## src/rtl/ws2812_pkg.sv

```systemverilog
// Shared WS2812 definitions: sequencer state encoding, timing derivation
// from the input clock, and the pixel-to-wire byte ordering.
package ws2812_pkg;

  // Frame sequencer states
  localparam logic [2:0] ST_IDLE    = 3'd0;
  localparam logic [2:0] ST_FETCH   = 3'd1;
  localparam logic [2:0] ST_LOAD    = 3'd2;
  localparam logic [2:0] ST_TRIGGER = 3'd3;
  localparam logic [2:0] ST_STREAM  = 3'd4;
  localparam logic [2:0] ST_DRAIN   = 3'd5;
  localparam logic [2:0] ST_GUARD   = 3'd6;

  // Lowest clock at which the serializer bit timing can be met
  localparam int MIN_INPUT_CLOCK = 12_000_000;

  // Refresh period expressed as the terminal count of a 0-based counter
  function automatic int period_cycles(input int clk_hz, input int refresh_hz);
    return clk_hz / refresh_hz - 1;
  endfunction

  // Whole clock cycles in a given number of microseconds (truncated)
  function automatic int us_to_cycles(input int clk_hz, input int us);
    return int'((longint'(clk_hz) * longint'(us)) / longint'(1_000_000));
  endfunction

  // Wire order is G, R, B; pixel word is {R, G, B}
  function automatic logic [7:0] grb_byte(input logic [23:0] pix, input logic [1:0] idx);
    case (idx)
      2'd0:    return pix[15:8];
      2'd1:    return pix[23:16];
      default: return pix[7:0];
    endcase
  endfunction

endpackage

```

## src/rtl/ws2812_refresh_timer.sv

```systemverilog
// Free-running refresh period counter; tick marks the terminal count.
module ws2812_refresh_timer
  import ws2812_pkg::*;
#(
  parameter int PERIOD = 199_999
) (
  input  logic clk,
  input  logic rst,
  output logic tick
);
  localparam int CW = (PERIOD < 1) ? 1 : $clog2(PERIOD + 1);

  logic [CW-1:0] cnt;

  assign tick = (cnt == CW'(PERIOD));

  // Count 0..PERIOD and wrap; ignores enable so frame cadence stays fixed
  always_ff @(posedge clk) begin
    if (rst)       cnt <= '0;
    else if (tick) cnt <= '0;
    else           cnt <= cnt + 1'b1;
  end

endmodule

```

## src/rtl/ws2812_frame_sequencer.sv

```systemverilog
// Frame sequencer: reads the framebuffer once per refresh tick, hands bytes
// to the WS2812 serializer in G,R,B order and holds off for the latch gap.
module ws2812_frame_sequencer
  import ws2812_pkg::*;
#(
  parameter int INPUT_CLOCK  = 12_000_000,
  parameter int NUM_LEDS     = 8,
  parameter int REFRESH_HZ   = 60,
  parameter int GUARD_CYCLES = us_to_cycles(INPUT_CLOCK, 80),
  localparam int AW          = (NUM_LEDS > 1) ? $clog2(NUM_LEDS) : 1
) (
  input  logic          clk,
  input  logic          rst,
  input  logic          enable,
  output logic          fb_rd_en,
  output logic [AW-1:0] fb_rd_addr,
  input  logic [23:0]   fb_rd_data,
  output logic          ws_trigger,
  output logic [7:0]    ws_data,
  output logic          ws_data_valid,
  input  logic          ws_data_request,
  output logic          busy,
  output logic          frame_done,
  output logic          frame_overrun
);
  localparam int GW = (GUARD_CYCLES < 1) ? 1 : $clog2(GUARD_CYCLES + 1);
  localparam int GL = (GUARD_CYCLES < 1) ? 0 : GUARD_CYCLES - 1;

  logic [2:0]    state;
  logic [23:0]   pixel;
  logic [1:0]    byte_idx;
  logic          refill;    // next byte of the current pixel goes out this cycle
  logic          rd_pend;   // fb_rd_data carries the next pixel this cycle
  logic [GW-1:0] guard_cnt;
  logic          tick;
  logic          consume;
  logic          last_px;

  ws2812_refresh_timer #(
    .PERIOD(period_cycles(INPUT_CLOCK, REFRESH_HZ))
  ) u_timer (
    .clk  (clk),
    .rst  (rst),
    .tick (tick)
  );

  assign consume    = ws_data_request && ws_data_valid;
  assign last_px    = (fb_rd_addr == AW'(NUM_LEDS - 1));
  assign ws_trigger = (state == ST_TRIGGER);
  assign busy       = (state != ST_IDLE);

  // Frame FSM with registered byte/handshake outputs
  always_ff @(posedge clk) begin
    if (rst) begin
      state         <= ST_IDLE;
      pixel         <= '0;
      byte_idx      <= '0;
      refill        <= 1'b0;
      rd_pend       <= 1'b0;
      guard_cnt     <= '0;
      fb_rd_en      <= 1'b0;
      fb_rd_addr    <= '0;
      ws_data       <= '0;
      ws_data_valid <= 1'b0;
      frame_done    <= 1'b0;
      frame_overrun <= 1'b0;
    end else begin
      fb_rd_en      <= 1'b0;
      frame_done    <= 1'b0;
      refill        <= 1'b0;
      rd_pend       <= fb_rd_en;
      // Any tick outside IDLE (including the GUARD->IDLE cycle) is lost
      frame_overrun <= tick && (state != ST_IDLE);
      case (state)
        ST_IDLE: begin
          if (tick && enable) begin
            fb_rd_en   <= 1'b1;
            fb_rd_addr <= '0;
            state      <= ST_FETCH;
          end
        end
        ST_FETCH: state <= ST_LOAD;
        ST_LOAD: begin
          pixel         <= fb_rd_data;
          ws_data       <= grb_byte(fb_rd_data, 2'd0);
          ws_data_valid <= 1'b1;
          byte_idx      <= 2'd0;
          state         <= ST_TRIGGER;
        end
        ST_TRIGGER: state <= ST_STREAM;
        ST_STREAM: begin
          // refill and rd_pend only occur while valid is low, so they never
          // collide with a consumption in the same cycle
          if (consume) begin
            ws_data_valid <= 1'b0;
            if (byte_idx != 2'd2) begin
              refill <= 1'b1;
            end else if (last_px) begin
              state <= ST_DRAIN;
            end else begin
              fb_rd_en   <= 1'b1;
              fb_rd_addr <= fb_rd_addr + 1'b1;
            end
          end
          if (refill) begin
            ws_data       <= grb_byte(pixel, byte_idx + 2'd1);
            byte_idx      <= byte_idx + 2'd1;
            ws_data_valid <= 1'b1;
          end
          if (rd_pend) begin
            pixel         <= fb_rd_data;
            ws_data       <= grb_byte(fb_rd_data, 2'd0);
            byte_idx      <= 2'd0;
            ws_data_valid <= 1'b1;
          end
        end
        ST_DRAIN: begin
          // A request with nothing pending means the serializer is in its tail
          if (ws_data_request && !ws_data_valid) begin
            guard_cnt <= GW'(GL);
            state     <= ST_GUARD;
          end
        end
        ST_GUARD: begin
          if (guard_cnt == '0) begin
            frame_done <= 1'b1;
            state      <= ST_IDLE;
          end else begin
            guard_cnt <= guard_cnt - 1'b1;
          end
        end
        default: state <= ST_IDLE;
      endcase
    end
  end

endmodule

```

## config.mk

```make
export PLATFORM = sky130hd
export DESIGN_NAME = ws2812_frame_sequencer
export DESIGN_NICKNAME = d
export VERILOG_FILES = /design/src/rtl/ws2812_pkg.sv /design/src/rtl/ws2812_refresh_timer.sv /design/src/rtl/ws2812_frame_sequencer.sv
export SDC_FILE = /design/constraint.sdc
export NUM_CORES = 1
export LEC_CHECK = 0
export CAP_MARGIN = 20
export CORE_MARGIN = 2
export CORE_UTILIZATION = 50
export CTS_CLUSTER_SIZE = 10
export DETAILED_ROUTE_END_ITERATION = 10
export HOLD_SLACK_MARGIN = 0.08
export PLACE_DENSITY_LB_ADDON = 0.1
export SETUP_SLACK_MARGIN = 0.2
export SLEW_MARGIN = 10
export SYNTH_ARGS = -nofsm -noshare
export SYNTH_HDL_FRONTEND = slang
export SYNTH_HIERARCHICAL = 1
export SYNTH_SLANG_ARGS = --single-unit
```

## constraint.sdc

```tcl
create_clock -name clk -period 2.26 [get_ports clk]
set_clock_uncertainty 0.1 [all_clocks]
set_input_delay 0.452 -clock clk [delete_from_list [all_inputs] [get_ports clk]]
set_output_delay 0.452 -clock clk [all_outputs]
set_load 0.1 [all_outputs]
```

=== Yosys cells after proc, flatten, opt, wreduce, memory -nomap -nowiden ===
Index checks and enable logic that the tools add are counted.

* Logic and storage cells: 97
* Input port bits: 28
* Output and inout port bits: 17
* Register bits: 74

* Multiplexer cells: 35
* Equality and inequality tests: 21
* Bitwise logic cells: 3
* $add $sub $neg: 4
* Reductions and logical operators: 21

{| class="wikitable"
|+ Operators with widths
! kind !! count
|-
| $pmux W24 S2 || 1
|-
| $pmux W8 S2 || 2
|-
| $mux W3 || 10
|-
| $mux W24 || 1
|-
| $pmux W3 S7 || 1
|-
| $mux W10 || 2
|-
| $ne A2 B2 Y1 const B || 10
|-
| $pmux W10 S2 || 1
|-
| $add A18 B1 Y18 const B || 1
|-
| $eq A18 B18 Y1 const B || 1
|-
| $mux W8 || 2
|-
| $eq A3 B3 Y1 const B || 4
|-
| $logic_not A10 Y1 || 1
|-
| $sub A10 B1 Y10 const B || 1
|-
| $mux W1 || 9
|-
| $eq A3 B2 Y1 const B || 2
|-
| $pmux W3 S2 || 1
|-
| $reduce_and A2 Y1 || 3
|-
| $reduce_and A6 Y1 || 1
|-
| $reduce_bool A2 Y1 || 3
|-
| $reduce_and A5 Y1 || 1
|-
| $logic_and A1 B1 Y1 || 4
|-
| $mux W2 || 2
|-
| $ne A4 B4 Y1 const B || 1
|-
| other kinds (15) || 19
|}

=== Depth between registers and ports, before layout ===
Gate-level depths: netlist of the first run.

* Depth after elaboration: 6
* Depth in mapped cells: 7
* Depth with buffers taken out: 7

=== Hierarchy ===
The synthesis of the first run kept the hierarchy.

{| class="wikitable"
|+ Modules (own cells, without submodules)
! module !! area an instance (sq um) !! cells an instance !! seq. area each (sq um) !! times used
|-
| ws2812_frame_sequencer || 2647.5 || 296 || 1121.1 || 1
|-
| ws2812_refresh_timer || 845.8 || 95 || 360.3 || 1
|}

=== Least setup slack after synthesis of the first run ===
OpenSTA, ideal clock, no wires.

* Path kind: reg-to-output
* Start: reg state[0]
* End: out ws_trigger
* Buffers on the path: 2
* Data required time: 1708 ps
* Arrival: 2202 ps
* Cell stages (with the launch flop): 5
* Path slack: -494 ps
* Path through: dfxtp_1 -> clkbuf_1 -> clkbuf_1 -> nand2_1 -> nor2_1

* Longest elaborated chain between the ends: 1

{| class="wikitable"
|+ RTL lines
! element !! line !! text
|-
| from (decl) || ws2812_frame_sequencer.sv:29 || <nowiki>logic [2:0] state;</nowiki>
|-
| from (signal assigned) || ws2812_frame_sequencer.sv:55 || <nowiki>state <= ST_IDLE;</nowiki>
|-
| from (signal assigned) || ws2812_frame_sequencer.sv:79 || <nowiki>state <= ST_FETCH;</nowiki>
|-
| from (signal assigned) || ws2812_frame_sequencer.sv:82 || <nowiki>ST_FETCH: state <= ST_LOAD;</nowiki>
|-
| $eq A3 B2 Y1 || ws2812_frame_sequencer.sv:49 || <nowiki>assign ws_trigger = (state == ST_TRIGGER);</nowiki>
|-
| to (decl) || ws2812_frame_sequencer.sv:18 || <nowiki>output logic ws_trigger,</nowiki>
|}

No other way between the ends.

=== Worst setup path in the final report of the first run ===
* Start: reg state[2]
* End: out busy

* Longest elaborated chain between the ends: 1

{| class="wikitable"
|+ RTL lines
! element !! line !! text
|-
| $reduce_bool A3 Y1 || ws2812_frame_sequencer.sv:50 || <nowiki>assign busy = (state != ST_IDLE);</nowiki>
|-
| to (decl) || ws2812_frame_sequencer.sv:22 || <nowiki>output logic busy,</nowiki>
|}

No other way between the ends.

==> results of run 1 <==
[what timing repair did]
| action | CTS | global route |
|---|---|---|
| gates resized for setup | 4 | 10 |
| setup endpoints to repair | 4 | 22 |
| pin swaps | 1 | 7 |
| setup buffers | 0 | 4 |
[sequential cells by signal (all words and copies together) (netlist names)]
name           flops
fb_rd_en           1
u_timer/cnt       18
frame_overrun      1
ws_data            8
ws_data_valid      1
guard_cnt         10
state              3
byte_idx           2
pixel             24
refill             1
frame_done         1
rd_pend            1
fb_rd_addr         3
[cell type report]
| cell class | count | area [µm²] | area share |
|---|---|---|---|
| tap | 96 | 120.1 | 0.02707 |
| inverter | 11 | 41.29 | 0.009306 |
| clock buffer | 11 | 131.4 | 0.02961 |
| timing repair buffer | 67 | 606.8 | 0.1368 |
| multi-input combinational | 284 | 1942 | 0.4377 |
| sequential | 74 | 1493 | 0.3364 |
| clock inverter | 5 | 102.6 | 0.02312 |
[Yosys cell counts (5+ instances only)]
| cell | n |
|---|---|
| sky130_fd_sc_hd__a311oi_1 | 6 |
| sky130_fd_sc_hd__nor4_1 | 6 |
| sky130_fd_sc_hd__inv_1 | 10 |
| sky130_fd_sc_hd__mux2i_1 | 26 |
| sky130_fd_sc_hd__nor2_1 | 54 |
| sky130_fd_sc_hd__nor2b_1 | 12 |
| sky130_fd_sc_hd__a21oi_1 | 28 |
| sky130_fd_sc_hd__nand2b_1 | 5 |
| sky130_fd_sc_hd__a31oi_1 | 8 |
| sky130_fd_sc_hd__ha_1 | 7 |
| sky130_fd_sc_hd__nand2_1 | 12 |
| sky130_fd_sc_hd__nand3_1 | 9 |
| sky130_fd_sc_hd__clkbuf_1 | 15 |
| sky130_fd_sc_hd__a211oi_1 | 11 |
| sky130_fd_sc_hd__dfxtp_1 | 74 |
| sky130_fd_sc_hd__xnor2_1 | 13 |
| sky130_fd_sc_hd__nor3_1 | 20 |
| sky130_fd_sc_hd__o21ai_0 | 10 |
| sky130_fd_sc_hd__a221oi_1 | 8 |
[layout by cell type (no fill, tap or decap), drive strengths merged, types with 6 or more instances in the layout]
master and instances:
a311oi 6, xnor2 13, a211oi 12, mux2i 26, inv 10, a221oi 8, o21ai 11, ha 7
buf 41, nor2b 12, clkbuf 11, clkdlybuf4s50 26, a21oi 30, nand2 12, nor3 20, dfxtp 74
nand3 9, a31oi 8, nor2 54, nor4 7
[cell families (layout without fill, tap and decap cells)]
kind of cell	count (synthesis)	in the layout
AO/OA/AOI/OAI	84	84
XOR/XNOR	15	15
adder cells (fa/ha/maj)	7	7
buffers and inverters	33	94
flip-flops	74	74
multiplexers	26	26
AND/OR/NAND/NOR	152	152
[metrics by stage]
stage | util | instances | total power, mW | hold slack, ns | setup WS (ns)
2_1_floorplan | - | 391 | 1.646 | 0.3175 | 0.2201
3_3_place_gp | 0.6055 | 528 | 1.773 | 0.3290 | 0.1450
3_5_place_dp | 0.6055 | 528 | 1.779 | 0.3458 | 0.07580
4_1_cts | 0.6431 | 544 | 2.984 | 0.3576 | 0.2159
5_1_grt | 0.6530 | 548 | 3.075 | 0.3689 | 0.06600
6_report | 0.6530 | 548 | 2.966 | 0.3557 | 0.2690
[metal layers]
layer / routed length, µm / part of all wire
met4: 150 / 0.018
met5: 0 / 0
met2: 3829 / 0.47
met3: 378 / 0.046
met1: 3823 / 0.47
[worst reg2reg max path, delay by kind of cell (launching register included)]
family,cells,cell delay [ns]
simple gates,5,1.26
compound gates,2,0.21
flops,1,0.36
[power by group through the flow]
stage | sequential (mW) | combinational (mW) | clock [mW]
floorplan | 1.49 | 0.161 | 0
global placement | 1.40 | 0.375 | 0
detailed placement | 1.40 | 0.380 | 0
CTS | 1.37 | 0.381 | 1.23
global route | 1.37 | 0.410 | 1.29
finish | 1.37 | 0.383 | 1.22
[final timing paths]
path / to / depth (start not counted)
max: busy / 3
min: u_timer/cnt[0] / 1
max reg2reg: fb_rd_addr[2] / 7
min reg2reg: u_timer/cnt[0] / 1
==> reports/metrics.csv, run 1 <==
stage;metric;value;unit
outcome;run status;finished, final reports clean;
setup_path;category of the worst setup path capture point;output pin;
placement;hpwl dp;5611;µm
clock_tree;clock root buffer;sky130_fd_sc_hd__clkbuf_8;
cells_and_area;Layout Cell Area excl Fill;4437;µm²
die;Core Region;6794;µm²
logic_synthesis;post-synthesis share of cell area spent on xor and xnor gates;0.03761;
logic_synthesis;number of synthesized flops with an enable pin;0;
grt;fraction of met2 tracks used by global routing;0.3244;
pwr;switching power share of the total;0.2515;
timing;RSZ-0062 raised after global routing;yes;
grt;global-route met3 utilization;0.04995;
die;number of primary I/O pins;45;
detailed_routing;DRC violation count after routing;0;
timing;Post-Route Setup TNS;0;ns
logic_synthesis;flops & latches, synth;74;
setup_path;cells along the critical path;buf_4 > or3_4 > buf_12;
pwr;Pwr per Cell Area;668.6;nW/µm²
setup_path;slowest CP cell;sky130_fd_sc_hd__or3_4;
cells_and_area;Area Growth Syn to Fin;27.01;%
logic_synthesis;leading cell types by total area after synthesis;sky130_fd_sc_hd__dfxtp_1, sky130_fd_sc_hd__mux2i_1, sky130_fd_sc_hd__nor2_1;
setup_path;Req. time, crit path;1.71;ns
pwr;Power Internal;2.220;mW
grt;number of antenna violations at the first check in global routing;0;
clock_tree;CTS clk-pin slew, worst paths;0.08;ns
logic_synthesis;compound-gate portion of the synthesized area;0.1640;
logic_synthesis;sequential share of the synthesized area;0.4241;
placement;final estimated routing congestion in global placement;0.8667;
setup_path;Buf+Inv Stages, Crit Path;2;
timing;fmax;502.3;MHz
hold_path;startpoint of the most critical hold path;u_timer/cnt[0];
cells_and_area;number of inserted filler cells in the final layout;569;
clock_tree;CTS Buf Count;9;
pwr;NetSw;0.7460;mW
clock_tree;number of sinks on the clock net;74;
die;Die Y-Extent;87.59;µm
timing;setup violation total in the final timing report;0;
pwr;clock share of power;0.410;
logic_synthesis;combinational family with the most area after synthesis;simple AND/OR/NAND/NOR gates;
grt;total grt overflow;0;
clock_tree;CTS tree;done;
detailed_routing;number of detailed-routing iterations run before antenna repair;4;
hold_path;class of the most critical hold timing path;register to register;
logic_synthesis;Cell Area, Synth;3493;µm²
logic_synthesis;cell count after synthesis;391;
grt;total track usage;0.2171;
grt;first-pass GRT wire length;12990;µm
detailed_routing;number of routed nets with antenna violations;0;
grt;largest net degree at the start of global routing;30;
detailed_routing;Vias;3064;
logic_synthesis;basic-gate share of the synthesized area counting and, or, nand and nor cells;0.2367;
placement;IO Port Bufs;44;
timing;number of max-slew violations in the final report;0;
grt;vias in the first global route;2785;
pwr;Comb pwr share;0.129;
setup_path;launching instance or port of the critical path;state[2];
timing;time the worst path needs with I/O delays and setup;1.991;ns
setup_path;worst path arrival time;1.44;ns
pwr;static power due to leakage;1.573;nW
clock_tree;Clk Latency, worst-skew pair;0.35;ns
grt;GR met1 Demand/Resource;0.3043;
setup_path;CP peak stage delay;0.42;ns
cells_and_area;share of layout cells above drive strength 1;0.1792;
detailed_routing;Wirelength per Cell;14.93;µm
clock_tree;H-tree levels;3;
setup_path;internal reg-to-reg setup slack;0.27;ns
die;# rows;30;
clock_tree;clk buf depth;2;
cells_and_area;number of diodes;0;
logic_synthesis;post-synthesis async set-or-reset flop share;0;
logic_synthesis;count of synthesis-stage warnings from yosys;6;
detailed_routing;detailed router's first-iteration violation count;128;
flow_run;number of maximum-capacitance constraint violations;0;
die;Die ar.;7671;µm²
timing;actual slew at the worst max-slew pin;0.6922;ns
setup_path;Worst R2R Start;u_timer/cnt[14];
setup_path;Top delay family on crit path;simple AND/OR/NAND/NOR gates;
logic_synthesis;most area-hungry cell type in the Yosys netlist;sky130_fd_sc_hd__dfxtp_1;
detailed_routing;Routed WL;8182;µm
setup_path;critical path peak fanout;17;
setup_path;nature of the critical path startpoint;register;
die;starting density of the core;0.5142;
logic_synthesis;share of cell area taken by muxes after synthesis;0.07450;
clock_tree;Hold Buf Count CTS;0;
logic_synthesis;Syn Area/Cell;8.934;µm²
logic_synthesis;Synthesized Nets;426;
cells_and_area;layout net count;482;
placement;Placement Cell Area;4114;µm²
die;Die Wd;87.59;µm
logic_synthesis;number of library cell types mapped by synthesis;52;
pwr;worst-case vdd ir drop;0.0003627;V
timing;number of failing hold endpoints at the final stage;0;
logic_synthesis;adder and majority gate portion of the synthesized area;0.02507;
timing;fraction of the cycle the final worst path needs;0.8810;
grt;GRT Max-Usage Layer;met2;
logic_synthesis;top flip-flop cell by instance count after synthesis;sky130_fd_sc_hd__dfxtp_1;
detailed_routing;Vias per Instance;5.591;
timing;remaining max-slew budget at the tightest pin;0.5355;
setup_path;Critical Setup Path Class;register to output pin;
logic_synthesis;Yosys top cell area share;0.4241;
pwr;part of the power in registers;0.461;
Note: power is estimated with default switching activity, not from simulation.
==> run 2, diff against run 1 <==
--- a/config.mk
+++ b/config.mk
@@ -13,7 +13,7 @@
 export HOLD_SLACK_MARGIN = 0.08
 export PLACE_DENSITY_LB_ADDON = 0.1
 export SETUP_SLACK_MARGIN = 0.2
-export SLEW_MARGIN = 10
+export SLEW_MARGIN = 15
 export SYNTH_ARGS = -nofsm -noshare
 export SYNTH_HDL_FRONTEND = slang
 export SYNTH_HIERARCHICAL = 1
==> results of run 2 <==
No change in the layout: final DEF, timing and power equal those of run 1.
==> run 3, diff against run 2 <==
--- a/config.mk
+++ b/config.mk
@@ -6,7 +6,7 @@
 export NUM_CORES = 1
 export LEC_CHECK = 0
 export CAP_MARGIN = 20
-export CORE_MARGIN = 2
+export CORE_MARGIN = 8
 export CORE_UTILIZATION = 50
 export CTS_CLUSTER_SIZE = 10
 export DETAILED_ROUTE_END_ITERATION = 10
==> reports/metrics.csv, run 3 (same netlist as run 1, synthesis figures left out) <==
stage;metric;value;unit
outcome;run status;finished, final reports clean;
grt;total track usage;0.1765;
cells_and_area;final core utilization;0.6479;
placement;pre-CTS setup slack;0.08538;ns
detailed_routing;Vias per Instance;5.535;
detailed_routing;number of detailed-routing iterations run before antenna repair;4;
timing;post-route worst setup slack;0.2720;ns
grt;number of antenna violations at the first check in global routing;0;
timing;fmax;503.0;MHz
detailed_routing;number of routed nets with antenna violations;0;
detailed_routing;detailed router's first-iteration violation count;111;
grt;vias in the first global route;3049;
grt;first-pass GRT wire length;14230;µm
clock_tree;H-tree levels;3;
timing;setup violation total in the final timing report;0;
timing;time the worst path needs with I/O delays and setup;1.988;ns
cells_and_area;layout net count;484;
clock_tree;Clk Latency, worst-skew pair;0.34;ns
detailed_routing;DRC violation count after routing;0;
setup_path;nature of the critical path startpoint;register;
setup_path;category of the worst setup path capture point;output pin;
placement;final estimated routing congestion in global placement;0.8211;
die;starting density of the core;0.5142;
cells_and_area;registers with the most flip-flops;pixel: 24 flops, u_timer/cnt: 18 flops, guard_cnt: 10 flops;
detailed_routing;Vias;3044;
detailed_routing;Wirelength per Cell;15.35;µm
cells_and_area;number of diodes;0;
timing;fraction of the cycle the final worst path needs;0.8797;
grt;total grt overflow;0;
cells_and_area;Largest Register;pixel;
timing;remaining max-slew budget at the tightest pin;0.5665;
cells_and_area;share of layout cells above drive strength 1;0.1894;
timing;number of max-slew violations in the final report;0;
pwr;static power due to leakage;1.553;nW
clock_tree;clock root buffer;sky130_fd_sc_hd__clkbuf_8;
setup_path;critical path peak fanout;17;
pwr;Pwr per Cell Area;624.8;nW/µm²
placement;hpwl dp;5805;µm
detailed_routing;Routed WL;8441;µm
clock_tree;CTS tree;done;
cells_and_area;number of inserted filler cells in the final layout;584;
die;# rows;30;
pwr;worst-case vdd ir drop;0.0003653;V
clock_tree;number of sinks on the clock net;74;
setup_path;Req. time, crit path;1.71;ns
cells_and_area;Area Growth Syn to Fin;26.00;%
placement;IO Port Bufs;44;
timing;actual slew at the worst max-slew pin;0.6459;ns
clock_tree;Hold Buf Count CTS;0;
die;Die Y-Extent;99.59;µm
die;number of primary I/O pins;45;
clock_tree;clk buf depth;2;
setup_path;Critical Setup Path Class;register to output pin;
flow_run;number of maximum-capacitance constraint violations;0;
timing;RSZ-0062 raised after global routing;yes;
hold_path;class of the most critical hold timing path;register to register;
clock_tree;CTS clk-pin slew, worst paths;0.08;ns
setup_path;worst path arrival time;1.44;ns
die;Die Wd;99.59;µm
timing;number of failing hold endpoints at the final stage;0;
cells_and_area;flip-flop count of the largest register after layout;24;
die;Die ar.;9917;µm²
grt;largest net degree at the start of global routing;25;
cells_and_area;commonest cells after routing, fill and taps aside;sky130_fd_sc_hd__dfxtp_1, sky130_fd_sc_hd__nor2_1, sky130_fd_sc_hd__buf_4;
clock_tree;CTS Buf Count;9;
timing;Post-Route Setup TNS;0;ns
cells_and_area;most common library cell in the layout ignoring fill and taps;sky130_fd_sc_hd__dfxtp_1;
die;Core Region;6794;µm²
==> run 3: critical path, stage by stage, from the launching register on <==
cell                      delay (ns)
sky130_fd_sc_hd__dfxtp_1        0.31
sky130_fd_sc_hd__buf_4          0.19
sky130_fd_sc_hd__or3_4          0.42
sky130_fd_sc_hd__buf_12         0.18
==> run 3: report_power, final <==
group,internal (mW),switching (mW)
combinational,0.147,0.237
sequential,1.34,0.0251
clock,0.507,0.492
==> run 3: routing by layer <==
metal	vias to the layer above	global-route usage	routed length [µm]
li1	1539	-	-
met1	1424	0.2144	3992
met5	-	0	0
met3	11	0.04190	313
met2	70	0.2924	3982
met4	0	0.07101	152
==> run 3: cell type report <==
type                    count  area [µm²]  area share
multi-input cells         284        1943      0.4414
flip-flops and latches     74        1493      0.3391
repair buffers             69       618.1      0.1404
clock buffers              11       131.4     0.02985
well taps                  96       120.1     0.02729
clock inverters             5       55.05     0.01251
inverters                  11       41.29    0.009380
==> run 3: through the flow <==
step           cell area [µm²]  instances  power (mW)  hold WS [ns]
2_1_floorplan             3505        391       1.646        0.3175
3_3_place_gp              4129        530       1.775        0.3325
3_5_place_dp              4129        530       1.779        0.3436
4_1_cts                   4328        546       2.767        0.3562
5_1_grt                   4402        550       2.861        0.3720
6_report                  4402        550       2.750        0.3547
==> run 3: repair_timing <==
action / 4_1_cts / 5_1_grt
setup buffers: 0 / 4
endpoints found under the setup margin: 4 / 6
gates resized for setup: 2 / 14
pin swaps: 1 / 8
==> run 3: path summary, 6_finish.rpt <==
path                    from             end  slack, ns  cells past startpoint
max reg2reg  u_timer/cnt[10]   fb_rd_addr[2]       0.28                      7
min reg2reg   u_timer/cnt[0]  u_timer/cnt[0]       0.35                      1
max                 state[2]            busy       0.27                      3
min           u_timer/cnt[0]  u_timer/cnt[0]       0.35                      1
